===== config.mk =====
export PLATFORM = sky130hd
export DESIGN_NAME = trng_vn_collector
export DESIGN_NICKNAME = d
export VERILOG_FILES = /design/src/rtl/trng_vn_collector.sv
export SDC_FILE = /design/constraint.sdc
export NUM_CORES = 1
export LEC_CHECK = 0
export CAP_MARGIN = 20
export CORE_MARGIN = 3
export CORE_UTILIZATION = 58
export CTS_BUF_LIST = sky130_fd_sc_hd__clkbuf_2
export CTS_CLUSTER_SIZE = 10
export DETAILED_ROUTE_END_ITERATION = 7
export HOLD_SLACK_MARGIN = 0.1
export PLACE_DENSITY = 0.82
export SYNTH_ARGS = -nofsm -noshare
export SYNTH_HDL_FRONTEND = slang
export SYNTH_SLANG_ARGS = --single-unit

===== constraint.sdc =====
create_clock -name clk -period 4.4 [get_ports clk]
set_input_delay 0.44 -clock clk [delete_from_list [all_inputs] [get_ports clk]]
set_output_delay 0.44 -clock clk [all_outputs]
set_load 0.1 [all_outputs]

===== src/rtl/trng_vn_collector.sv =====
// TRNG bit collector: decimates the synchronised ring-oscillator stream,
// optionally applies von Neumann debiasing, runs a repetition-count health
// check on raw samples and packs debiased bits into words for a valid/ready
// consumer.
module trng_vn_collector #(
  parameter int SAMPLE_CNT_W = 16,
  parameter int WORD_W       = 32,
  parameter int REP_LIMIT    = 32
) (
  input  logic                    clk,
  input  logic                    rst,
  input  logic                    enable,
  input  logic [SAMPLE_CNT_W-1:0] sample_cnt,
  input  logic                    vnc_bypass,
  input  logic                    rnd_bit,
  output logic                    word_valid,
  input  logic                    word_ready,
  output logic [WORD_W-1:0]       word_data,
  output logic                    ovf_err,
  output logic                    rep_err,
  input  logic                    err_clr
);

  localparam int PACK_W = $clog2(WORD_W);
  localparam int RUN_W  = $clog2(REP_LIMIT + 1);

  typedef enum logic {EMPTY, HAVE_FIRST} vn_state_t;

  // Run-length increment that sticks at REP_LIMIT.
  function automatic logic [RUN_W-1:0] run_sat_inc(input logic [RUN_W-1:0] c);
    return (c == RUN_W'(REP_LIMIT)) ? c : c + RUN_W'(1);
  endfunction

  logic [SAMPLE_CNT_W-1:0] ivl_cnt;
  logic [SAMPLE_CNT_W-1:0] ivl_last;
  logic                    take;

  vn_state_t               vn_state, vn_next;
  logic                    first_bit, first_next;
  logic                    emit, emit_bit;

  logic [PACK_W-1:0]       pack_cnt;
  logic [WORD_W-1:0]       shreg, packed_word;
  logic                    word_done;
  logic                    ovf_set;

  logic [RUN_W-1:0]        run_cnt, run_next;
  logic                    last_raw;
  logic                    rep_set;

  // sample_cnt is read live; 0 behaves like 1 (sample every clock).
  // The >= compare keeps a shrinking interval from running the long way round.
  assign ivl_last = (sample_cnt == '0) ? '0 : sample_cnt - SAMPLE_CNT_W'(1);
  assign take     = enable && (ivl_cnt >= ivl_last);

  // Interval counter: runs only while enabled, wraps on the sampling clock.
  always_ff @(posedge clk) begin
    if (rst || !enable)
      ivl_cnt <= '0;
    else if (take)
      ivl_cnt <= '0;
    else
      ivl_cnt <= ivl_cnt + SAMPLE_CNT_W'(1);
  end

  // Von Neumann state register (first bit of the current pair).
  always_ff @(posedge clk) begin
    if (rst) begin
      vn_state  <= EMPTY;
      first_bit <= 1'b0;
    end else begin
      vn_state  <= vn_next;
      first_bit <= first_next;
    end
  end

  // Von Neumann pairing / bypass: decides whether a bit is emitted this cycle.
  always_comb begin
    vn_next    = vn_state;
    first_next = first_bit;
    emit       = 1'b0;
    emit_bit   = rnd_bit;
    if (!enable || vnc_bypass) begin
      vn_next = EMPTY;
      emit    = take;
    end else if (take) begin
      case (vn_state)
        EMPTY: begin
          first_next = rnd_bit;
          vn_next    = HAVE_FIRST;
        end
        HAVE_FIRST: begin
          vn_next = EMPTY;
          if (rnd_bit != first_bit) begin
            emit     = 1'b1;
            emit_bit = first_bit;
          end
        end
        default: vn_next = EMPTY;
      endcase
    end
  end

  // Word being assembled including this cycle's bit, and its completion.
  always_comb begin
    packed_word           = shreg;
    packed_word[pack_cnt] = emit_bit;
    word_done             = emit && (pack_cnt == PACK_W'(WORD_W - 1));
    ovf_set               = word_done && word_valid && !word_ready;
  end

  // Shift register and pack count; a partial word is discarded on disable.
  always_ff @(posedge clk) begin
    if (rst || !enable) begin
      pack_cnt <= '0;
      shreg    <= '0;
    end else if (emit) begin
      if (word_done) begin
        pack_cnt <= '0;
        shreg    <= '0;
      end else begin
        pack_cnt <= pack_cnt + PACK_W'(1);
        shreg    <= packed_word;
      end
    end
  end

  // Single-entry output register; a same-cycle pop makes room for a new word.
  always_ff @(posedge clk) begin
    if (rst) begin
      word_valid <= 1'b0;
      word_data  <= '0;
    end else if (word_done && (!word_valid || word_ready)) begin
      word_valid <= 1'b1;
      word_data  <= packed_word;
    end else if (word_valid && word_ready) begin
      word_valid <= 1'b0;
    end
  end

  // Repetition count on raw samples; run_cnt==0 means no previous sample.
  always_comb begin
    run_next = run_cnt;
    if (take) begin
      if (run_cnt == '0 || rnd_bit != last_raw)
        run_next = RUN_W'(1);
      else
        run_next = run_sat_inc(run_cnt);
    end
    rep_set = take && (run_next == RUN_W'(REP_LIMIT));
  end

  // Run counter and previous raw sample.
  always_ff @(posedge clk) begin
    if (rst || !enable) begin
      run_cnt  <= '0;
      last_raw <= 1'b0;
    end else begin
      run_cnt <= run_next;
      if (take)
        last_raw <= rnd_bit;
    end
  end

  // Sticky error flags: a set event wins over err_clr.
  always_ff @(posedge clk) begin
    if (rst) begin
      ovf_err <= 1'b0;
      rep_err <= 1'b0;
    end else begin
      ovf_err <= ovf_set || (ovf_err && !err_clr);
      rep_err <= rep_set || (rep_err && !err_clr);
    end
  end

endmodule

==> results of run 1 <==
==> registers in the layout, summed over array words and instances, names as in the netlist, 5 cells and up <==
signal	cells
run_cnt	6
shreg	32
ivl_cnt	16
pack_cnt	5
word_data	32
==> how the worst max path moves through the flow <==
stage,from,end,slack [ns],depth (start not counted)
5_1_grt,sample_cnt[5],shreg[29],0.29,15
2_1_floorplan,sample_cnt[5],word_data[10],0.43,16
6_report,sample_cnt[5],shreg[1],0.57,15
4_1_cts,sample_cnt[5],shreg[1],0.58,15
3_3_place_gp,sample_cnt[13],shreg[1],0.03,14
3_5_place_dp,sample_cnt[13],shreg[23],-0.03,14
==> routing by layer <==
metal  vias to the layer above  track usage
li1                       2101            -
met4                         0       0.0620
met2                       141        0.382
met3                        15       0.0400
met5                         -            0
met1                      2065        0.295
==> cell type report <==
class | count | area, sq um | share of cell area
multi-input cells | 373 | 2790 | 0.479
flip-flops and latches | 97 | 1940 | 0.334
repair buffers | 80 | 818 | 0.141
well taps | 105 | 131 | 0.0226
clock inverters | 7 | 62.6 | 0.0107
clock buffers | 9 | 45.0 | 0.00774
inverters | 9 | 33.8 | 0.00580
==> cells in the mapped netlist, types with 6 or more instances <==
| library cell | count | area, sq um |
|---|---|---|
| dfxtp_1 | 97 | 1940 |
| a32o_1 | 65 | 651 |
| nand4_1 | 40 | 250 |
| nor2_1 | 36 | 135 |
| a21o_1 | 34 | 255 |
| nand2_1 | 27 | 101 |
| clkbuf_1 | 26 | 97.6 |
| ha_1 | 26 | 325 |
| xor2_1 | 21 | 184 |
| a21oi_1 | 16 | 80.1 |
| nand3_1 | 16 | 80.1 |
| xnor2_1 | 12 | 105 |
| inv_1 | 9 | 33.8 |
| buf_2 | 8 | 40.0 |
| nor3_1 | 8 | 40.0 |
| and3_1 | 7 | 43.8 |
| a31oi_1 | 6 | 37.5 |
| nand2b_1 | 6 | 37.5 |
| o21ai_0 | 6 | 30.0 |
==> worst register-to-register path: cells and delay by family (launching register included) <==
family | cells | cell delay (ns)
AOI/OAI and AO/OA | 5 | 1.38
adders and majority gates | 1 | 0.28
DFF | 1 | 0.49
buffers and inverters | 2 | 0.39
and+or+nand+nor | 2 | 0.29
==> cell families (layout without fill, tap and decap cells) <==
family          Yosys count  count (layout)  share of synthesized area
compound gates          139             139                      0.242
buf+inv                  50             105                     0.0460
fa+ha+maj                26              26                     0.0658
flops                    97              97                      0.393
xor+xnor                 33              33                     0.0584
mux                       3               3                    0.00632
simple gates            172             172                      0.189
==> metrics by stage <==
step / instances / hold WS, ns / area [sq um]
5_1_grt: 680 / 0.407 / 5820
6_report: 680 / 0.425 / 5820
2_1_floorplan: 520 / 0.437 / 4950
4_1_cts: 680 / 0.413 / 5820
3_3_place_gp: 664 / 0.448 / 5710
3_5_place_dp: 664 / 0.454 / 5710
==> power breakdown <==
part           switching [mW]  internal (mW)  total, mW  leakage, nW
Sequential            0.00102          0.883      0.884        0.781
Clock                   0.324         0.0877      0.412       0.0655
Combinational          0.0534         0.0473      0.101         1.53
==> cells in the final DEF (no fill, tap or decap), types with 16 or more instances in the layout <==
cell,instances
clkdlybuf4s50_1,57
a32o_1,65
nor2_1,36
buf_4,17
nand4_1,40
nand3_1,16
ha_1,26
xor2_1,21
a21oi_1,16
dfxtp_1,97
nand2_1,27
a21o_1,34
==> results.py, run 1 <==
metrics = {
    "drt": {
        "antenna_left": 0,
        "met2WireLength_mm": 5.45,
        "vias": 4322,
        "remaining_drc_errors": 0,
        "viasPerCell": 6.36,
        "wl_per_cell_microns": 16.2,
        "firstDrtPassIters": 6,
        "wl_met1_mm": 4.87,
        "wirelength_mm": 11.0,
        "drtIter0Drc": 218,
        "route.met3.wl_microns": 596,
        "topRoutingLayerUsed": "met4",
    },
    "flow_run": {
        "maxCapViolations": 0,
    },
    "finish": {
        "nNetsFinal": 619,
        "area_growth_pct": 17.7,
        "drive_gt1_frac": 0.0835,
        "antennaDiodeCount": 0,
        "n_fill_cell": 640,
        "final_core_util": 0.705,
    },
    "floorplanning": {
        "std_cell_rows": 33,
        "die-area_sq_um": 9670,
        "core_sq_um": 8260,
        "pin_count": 58,
        "die_x_microns": 98.4,
        "start_util": 0.599,
        "die_h_microns": 98.4,
    },
    "synthesis": {
        "synth_seq_cells": 97,
        "synthCells": 520,
        "synth_seq_area_share": 0.393,
        "syn_nets": 569,
        "synth_edf_count": 0,
        "async_flop_share": 0,
        "avgSynthCellArea_sq_um": 9.51,
        "synth_warnings": 0,
        "ys_types": 51,
        "ys_dominant_reg_cell": "dfxtp_1",
        "synth_area_sq_um": 4950,
    },
    "setup_path": {
        "reg2reg_from": "ivl_cnt[2]",
        "required_ns": 4.93,
        "critical_path.top_delay_family": "simple AND/OR/NAND/NOR gates",
        "slowest_delay_ns": 0.73,
        "rrSetupSlack_ns": 1.50,
        "timing.rr.end": "shreg[1]",
        "worstPathCellList": "clkdlybuf4s50_1 -> nor4_1 -> buf_4 -> nand3_1 -> nor4_1 -> xor2_1 -> nand2_1 -> ha_1 -> nand4_1 -> a21oi_1 -> a2111o_2 -> nand3_2 -> nor3_2 -> buf_12 -> a32o_1",
        "critPathBufInv": 3,
        "crit_top_cell": "nor4_1",
        "crit_type": "input pin to flop",
        "rr_worst_depth": 10,
        "crit_fanout": 21,
        "arrival_ns": 4.36,
        "crit_slowest_cell": "nor3_2",
        "cp-start-kind": "input pin",
        "cp-end-kind": "flop",
    },
    "sta": {
        "timing.final.ws_setup_ns": 0.569,
        "rsz0062_at_grt": "no",
        "setup_viol": 0,
        "hold_viol": 0,
        "slew_headroom": 0.302,
        "timing.fmax_ghz": 0.261,
        "finalSetupTns_ns": 0,
        "post-route-min-period_ns": 3.83,
        "skew_ns": 0.0206,
        "finalCritPeriodShare": 0.871,
        "slew_violations": 0,
        "tightest_slew_ns": 1.03,
    },
    "hold_path": {
        "min_to": "ovf_err",
        "hold_start": "err_clr",
        "holdPathStages": 2,
        "hold_path.class": "input pin to flop",
    },
    "clock_network": {
        "ctsHtreeMaxLevel": 3,
        "cts_hold_buf": 0,
        "tritoncts": "yes",
        "cts-root-buf": "clkbuf_2",
        "path_clk_slew_ns": 0.26,
        "worstSkewPairLatency_ns": 0.57,
        "postCtsSetupRepairBufs": 0,
        "numCtsBuffers": 9,
        "clock-sinks": 97,
        "cts.path.max_buffers": 2,
        "cts_resized": 0,
    },
    "status": {
        "outcome": "complete, no violations",
    },
    "power_and_ir_drop": {
        "total_power_mw": 1.40,
        "power.static_leakage_nw": 2.38,
        "vdd_drop_max_v": 0.000124,
        "power_density_nw_per_um2": 240,
    },
    "grt": {
        "antenna_found_initial": 0,
        "grt_pass1_wl_mm": 18.3,
        "grt_pass1_vias": 4003,
        "track_usage": 0.225,
        "grt_max_degree": 34,
        "grt-ovfl-total": 0,
    },
    "place": {
        "port_buffers": 57,
        "gp_congestion": 0.839,
        "post-place-ws_ns": -0.0326,
        "dp_hpwl_mm": 7.60,
    },
}
Note: power is estimated with default switching activity, not from simulation.
==> inputs of run 2 (changes only) <==
- CORE_UTILIZATION: 58 -> 63
- PLACE_DENSITY: 0.82 -> 0.88
- clock period: 4.4 -> 4.6 ns (I/O delays scaled with it)
==> run 2 against run 1 <==
  * Design area shrank 1.9%
  * Via count grew 0.12%
  * Non-clock buffer count shrank 8
  * Critical path depth shrank 2
  * Cell count shrank 2.1%
  * Count of clock-buffer cells in the layout is the same
  * First-iteration DRC count grew 5.5%
  * Wire length shrank 0.32%
  * Clock skew grew 0.021 ns
  * Register-to-register slack gained 0.11 ns
  * Core utilization grew 6.2 points
  * Largest cell class unchanged
==> results.py, run 2 (synthesis results as in run 1) <==
metrics = {
    "finish": {
        "n_fill_cell": 535,
        "antennaDiodeCount": 0,
        "drive_gt1_frac": 0.0705,
        "area_growth_pct": 15.4,
        "multiInputGateArea_sq_um": 2790,
        "nNetsFinal": 611,
        "regArea_sq_um": 1940,
        "final_common_cell": "dfxtp_1",
        "final_area_sq_um": 5710,
        "largest_registers": "shreg: 32 flops, word_data: 32 flops, ivl_cnt: 16 flops",
        "final_cell_mix": "97 x dfxtp_1, 65 x a32o_1, 57 x clkdlybuf4s50_1",
    },
    "drt": {
        "viasPerCell": 6.50,
        "antenna_left": 0,
        "remaining_drc_errors": 0,
        "drtIter0Drc": 230,
        "vias": 4327,
        "wl_per_cell_microns": 16.5,
        "firstDrtPassIters": 5,
        "wirelength_mm": 11.0,
    },
    "clock_network": {
        "ctsHtreeMaxLevel": 3,
        "tritoncts": "yes",
        "cts_resized": 0,
        "clock-sinks": 97,
        "cts_hold_buf": 0,
        "cts.path.max_buffers": 2,
        "cts-root-buf": "clkbuf_2",
        "numCtsBuffers": 9,
        "worstSkewPairLatency_ns": 0.59,
        "postCtsSetupRepairBufs": 0,
        "path_clk_slew_ns": 0.27,
    },
    "sta": {
        "finalSetupTns_ns": 0,
        "tightest_slew_ns": 1.05,
        "slew_headroom": 0.292,
        "timing.final.ws_setup_ns": 0.610,
        "setup_viol": 0,
        "rsz0062_at_grt": "no",
        "skew_ns": 0.0417,
        "hold_viol": 0,
        "finalCritPeriodShare": 0.867,
        "timing.fmax_ghz": 0.251,
        "post-route-min-period_ns": 3.99,
        "slew_violations": 0,
    },
    "flow_run": {
        "maxCapViolations": 0,
    },
    "place": {
        "dp_hpwl_mm": 7.62,
        "post-place-ws_ns": 0.0578,
        "gp_congestion": 0.884,
        "port_buffers": 57,
        "dpl_cell_area_sq_um": 5610,
    },
    "grt": {
        "grtUsageMet3": 0.0422,
        "track_usage": 0.257,
        "grt-ovfl-total": 0,
        "grt_max_degree": 34,
        "top_usage_layer": "met2",
        "grt_pass1_vias": 4214,
        "grt_pass1_wl_mm": 18.7,
        "grtUsageMet1": 0.322,
        "antenna_found_initial": 0,
        "grtUsageMet2": 0.449,
    },
    "power_and_ir_drop": {
        "switching_share": 0.274,
        "power_frac_clock": 0.297,
        "seqPwrFrac": 0.635,
        "power.static_leakage_nw": 2.33,
        "power_switching_mw": 0.365,
        "comb_power_share": 0.068,
        "internal_power_mw": 0.968,
        "vdd_drop_max_v": 0.000188,
        "power_density_nw_per_um2": 233,
    },
    "setup_path": {
        "crit_slowest_cell": "nor3_2",
        "cp-start-kind": "input pin",
        "reg2reg_from": "ivl_cnt[7]",
        "critical_path.top_delay_family": "simple AND/OR/NAND/NOR gates",
        "crit_type": "input pin to flop",
        "cp-end-kind": "flop",
        "crit_fanout": 21,
        "crit_top_cell": "or3_1",
        "worstPathCellList": "clkdlybuf4s50_1 -> or4_1 -> or3_1 -> nand2_1 -> ha_1 -> nor2_1 -> or3_1 -> o221ai_2 -> a2111o_2 -> nand3_2 -> nor3_2 -> buf_4 -> a32o_1",
        "worstSetupStartpoint": "sample_cnt[12]",
        "required_ns": 5.15,
        "slowest_delay_ns": 0.69,
        "arrival_ns": 4.53,
        "critPathBufInv": 2,
    },
    "floorplanning": {
        "std_cell_rows": 31,
        "core_sq_um": 7450,
        "die-area_sq_um": 8950,
        "die_x_microns": 94.6,
        "start_util": 0.664,
        "pin_count": 58,
        "die_h_microns": 94.6,
    },
    "hold_path": {
        "hold_start": "rep_err",
        "hold_path.class": "flop to flop",
    },
    "status": {
        "outcome": "complete, no violations",
    },
}
run 2: final cells by class:
| class | count | area share |
|---|---|---|
| Timing Repair Buffer | 72 | 0.126 |
| Sequential cell | 97 | 0.340 |
| Multi-Input combinational cell | 373 | 0.488 |
| Inverter | 9 | 0.00592 |
| Tap cell | 99 | 0.0217 |
| Clock inverter | 7 | 0.0101 |
| Clock buffer | 9 | 0.00789 |
run 2: worst min-delay path, cell delays in order (launching register included):
cell and delay [ns]:
dfxtp_1 0.37, nand2b_1 0.07, a21oi_1 0.06
run 2: metal layers:
metal,up-vias,wire [microns],part of all wire
li1,2094,-,-
met1,2057,4740,0.43
met2,159,5380,0.49
met3,17,708,0.064
met4,0,166,0.015
met5,-,0,0
run 2: per-stage QoR:
step,total power [mW],cells,utilization,hold slack (ns)
after global routing,1.37,666,0.767,0.462
after CTS,1.34,666,0.767,0.485
after detailed placement,0.951,650,0.753,0.455
after floorplan,0.909,520,-,0.437
final,1.33,666,0.767,0.503
after global placement,0.949,650,0.753,0.447
run 2: worst paths after layout:
check              to  slack, ns  cells past startpoint
max          shreg[0]       0.61                     13
min           rep_err       0.50                      2
max reg2reg  shreg[0]       1.61                      9
min reg2reg   rep_err       0.50                      2
run 2: power groups by stage:
stage	clock network, mW	logic, mW	registers, mW
floorplan	0	0.0486	0.860
detailed placement	0	0.0902	0.860
global placement	0	0.0883	0.860
global route	0.428	0.0997	0.847
finish	0.396	0.0910	0.846
CTS	0.399	0.0907	0.846
==> inputs of run 3 (changes only) <==
- CORE_UTILIZATION: 63 -> 52
- PLACE_DENSITY: 0.88 -> 0.75
==> run 3 against run 2 <==
  * Design area up 1.9%
  * First-iteration DRC count grew 30%
  * Global-route usage is 5.1 points lower
  * Critical endpoint is now word_data[4]
  * Core utilization down 12 points
  * Via count down 0.28%
  * Non-clock buffer count grew 2
==> results.py, run 3 (synthesis results as in run 1) <==
metrics = {
    "clock_network": {
        "tritoncts": "yes",
        "ctsHtreeMaxLevel": 3,
        "path_clk_slew_ns": 0.27,
        "numCtsBuffers": 9,
        "clock-sinks": 97,
        "cts.path.max_buffers": 2,
        "cts-root-buf": "clkbuf_2",
        "worstSkewPairLatency_ns": 0.58,
        "cts_resized": 0,
        "postCtsSetupRepairBufs": 0,
        "cts_hold_buf": 0,
    },
    "drt": {
        "wirelength_mm": 11.1,
        "remaining_drc_errors": 0,
        "firstDrtPassIters": 7,
        "vias": 4315,
        "drtIter0Drc": 298,
        "antenna_left": 0,
        "wl_per_cell_microns": 16.0,
        "viasPerCell": 6.21,
    },
    "finish": {
        "n_fill_cell": 726,
        "drive_gt1_frac": 0.0738,
        "layoutNonFillerInstCount": 695,
        "antennaDiodeCount": 0,
        "multiInputGateArea_sq_um": 2790,
        "regArea_sq_um": 1940,
        "final_common_cell": "dfxtp_1",
        "final_cell_mix": "97 x dfxtp_1, 65 x a32o_1, 57 x clkdlybuf4s50_1",
        "area_growth_pct": 17.6,
        "final_core_util": 0.648,
        "nNetsFinal": 613,
        "largest_registers": "shreg: 32 flops, word_data: 32 flops, ivl_cnt: 16 flops",
    },
    "floorplanning": {
        "pin_count": 58,
        "std_cell_rows": 34,
        "start_util": 0.551,
        "die_x_microns": 104,
        "core_sq_um": 8980,
        "die-area_sq_um": 10700,
        "die_h_microns": 104,
    },
    "place": {
        "port_buffers": 57,
        "place_inst": 678,
        "gp_congestion": 0.813,
        "dp_hpwl_mm": 7.58,
    },
    "hold_path": {
        "hold_path.class": "input pin to flop",
    },
    "grt": {
        "antenna_found_initial": 0,
        "grt_pass1_wl_mm": 18.9,
        "grt-ovfl-total": 0,
        "grt_pass1_vias": 4009,
        "grt_max_degree": 33,
        "track_usage": 0.206,
    },
    "sta": {
        "finalCritPeriodShare": 0.856,
        "whs_ns": 0.441,
        "rsz0062_at_grt": "no",
        "tightest_slew_ns": 1.02,
        "skew_ns": 0.0377,
        "hold_viol": 0,
        "slew_violations": 0,
        "timing.fmax_ghz": 0.254,
        "post-route-min-period_ns": 3.94,
        "setup_viol": 0,
        "finalSetupTns_ns": 0,
        "slew_headroom": 0.309,
    },
    "setup_path": {
        "required_ns": 5.12,
        "arrival_ns": 4.46,
        "cp-end-kind": "flop",
        "cp-start-kind": "input pin",
        "crit_type": "input pin to flop",
        "crit_fanout": 32,
    },
    "flow_run": {
        "maxCapViolations": 0,
    },
    "power_and_ir_drop": {
        "total_power_mw": 1.33,
        "vdd_drop_max_v": 0.000134,
        "power.static_leakage_nw": 2.36,
        "power_density_nw_per_um2": 229,
    },
    "status": {
        "outcome": "complete, no violations",
    },
}
==> run 3: cell count changes in the layout (fill, tap and decap cells not counted) <==
cell / before / now
buf_12: 3 / 7
buf_4: 12 / 9
buf_6: 0 / 1
clkinv_4: 0 / 3
clkinvlp_4: 1 / 0
inv_6: 4 / 1
inv_8: 1 / 2
==> run 3: critical path: stages <==
cell and delay [ns]:
clkdlybuf4s50_1 0.43, or4_1 0.58, or3_1 0.51, and2_1 0.22, ha_1 0.26, nand2b_1 0.14, a31oi_1 0.22, o221ai_2 0.15
a2111o_2 0.50, buf_4 0.18, and2_1 0.22, a41oi_4 0.21, buf_12 0.23, a32o_1 0.15
==> run 3: layer usage <==
layer	GRT usage	vias up	part of all wire
met5	0	-	0
met3	0.0410	11	0.060
met2	0.349	143	0.48
li1	-	2099	-
met4	0.0541	0	0.0096
met1	0.271	2062	0.45
==> run 3: per-stage QoR <==
stage               setup slack, ns  instance area, sq um
floorplan                     0.613                  4950
global placement             0.0822                  5700
detailed placement          -0.0197                  5700
CTS                           0.583                  5810
global route                  0.517                  5820
finish                        0.663                  5820
==> run 3: worst paths after layout <==
check	startpoint	end	slack (ns)	cells after the start
max	sample_cnt[13]	word_data[4]	0.66	14
min	err_clr	ovf_err	0.44	2
max reg2reg	ivl_cnt[2]	word_data[4]	1.68	10
min reg2reg	word_data[24]	word_data[24]	0.50	1
==> run 3: power breakdown <==
group          leakage (nW)  internal [mW]  switching, mW
combinational          1.51         0.0432         0.0503
clock                0.0679         0.0836          0.310
sequential            0.781          0.845        0.00111
==> run 3: cell type report <==
class                   instances  area share
repair buffers                 74       0.136
clock buffers                   9     0.00774
clock inverters                 7      0.0105
inverters                       9     0.00581
multi-input cells             373       0.479
flip-flops and latches         97       0.334
well taps                     126      0.0271
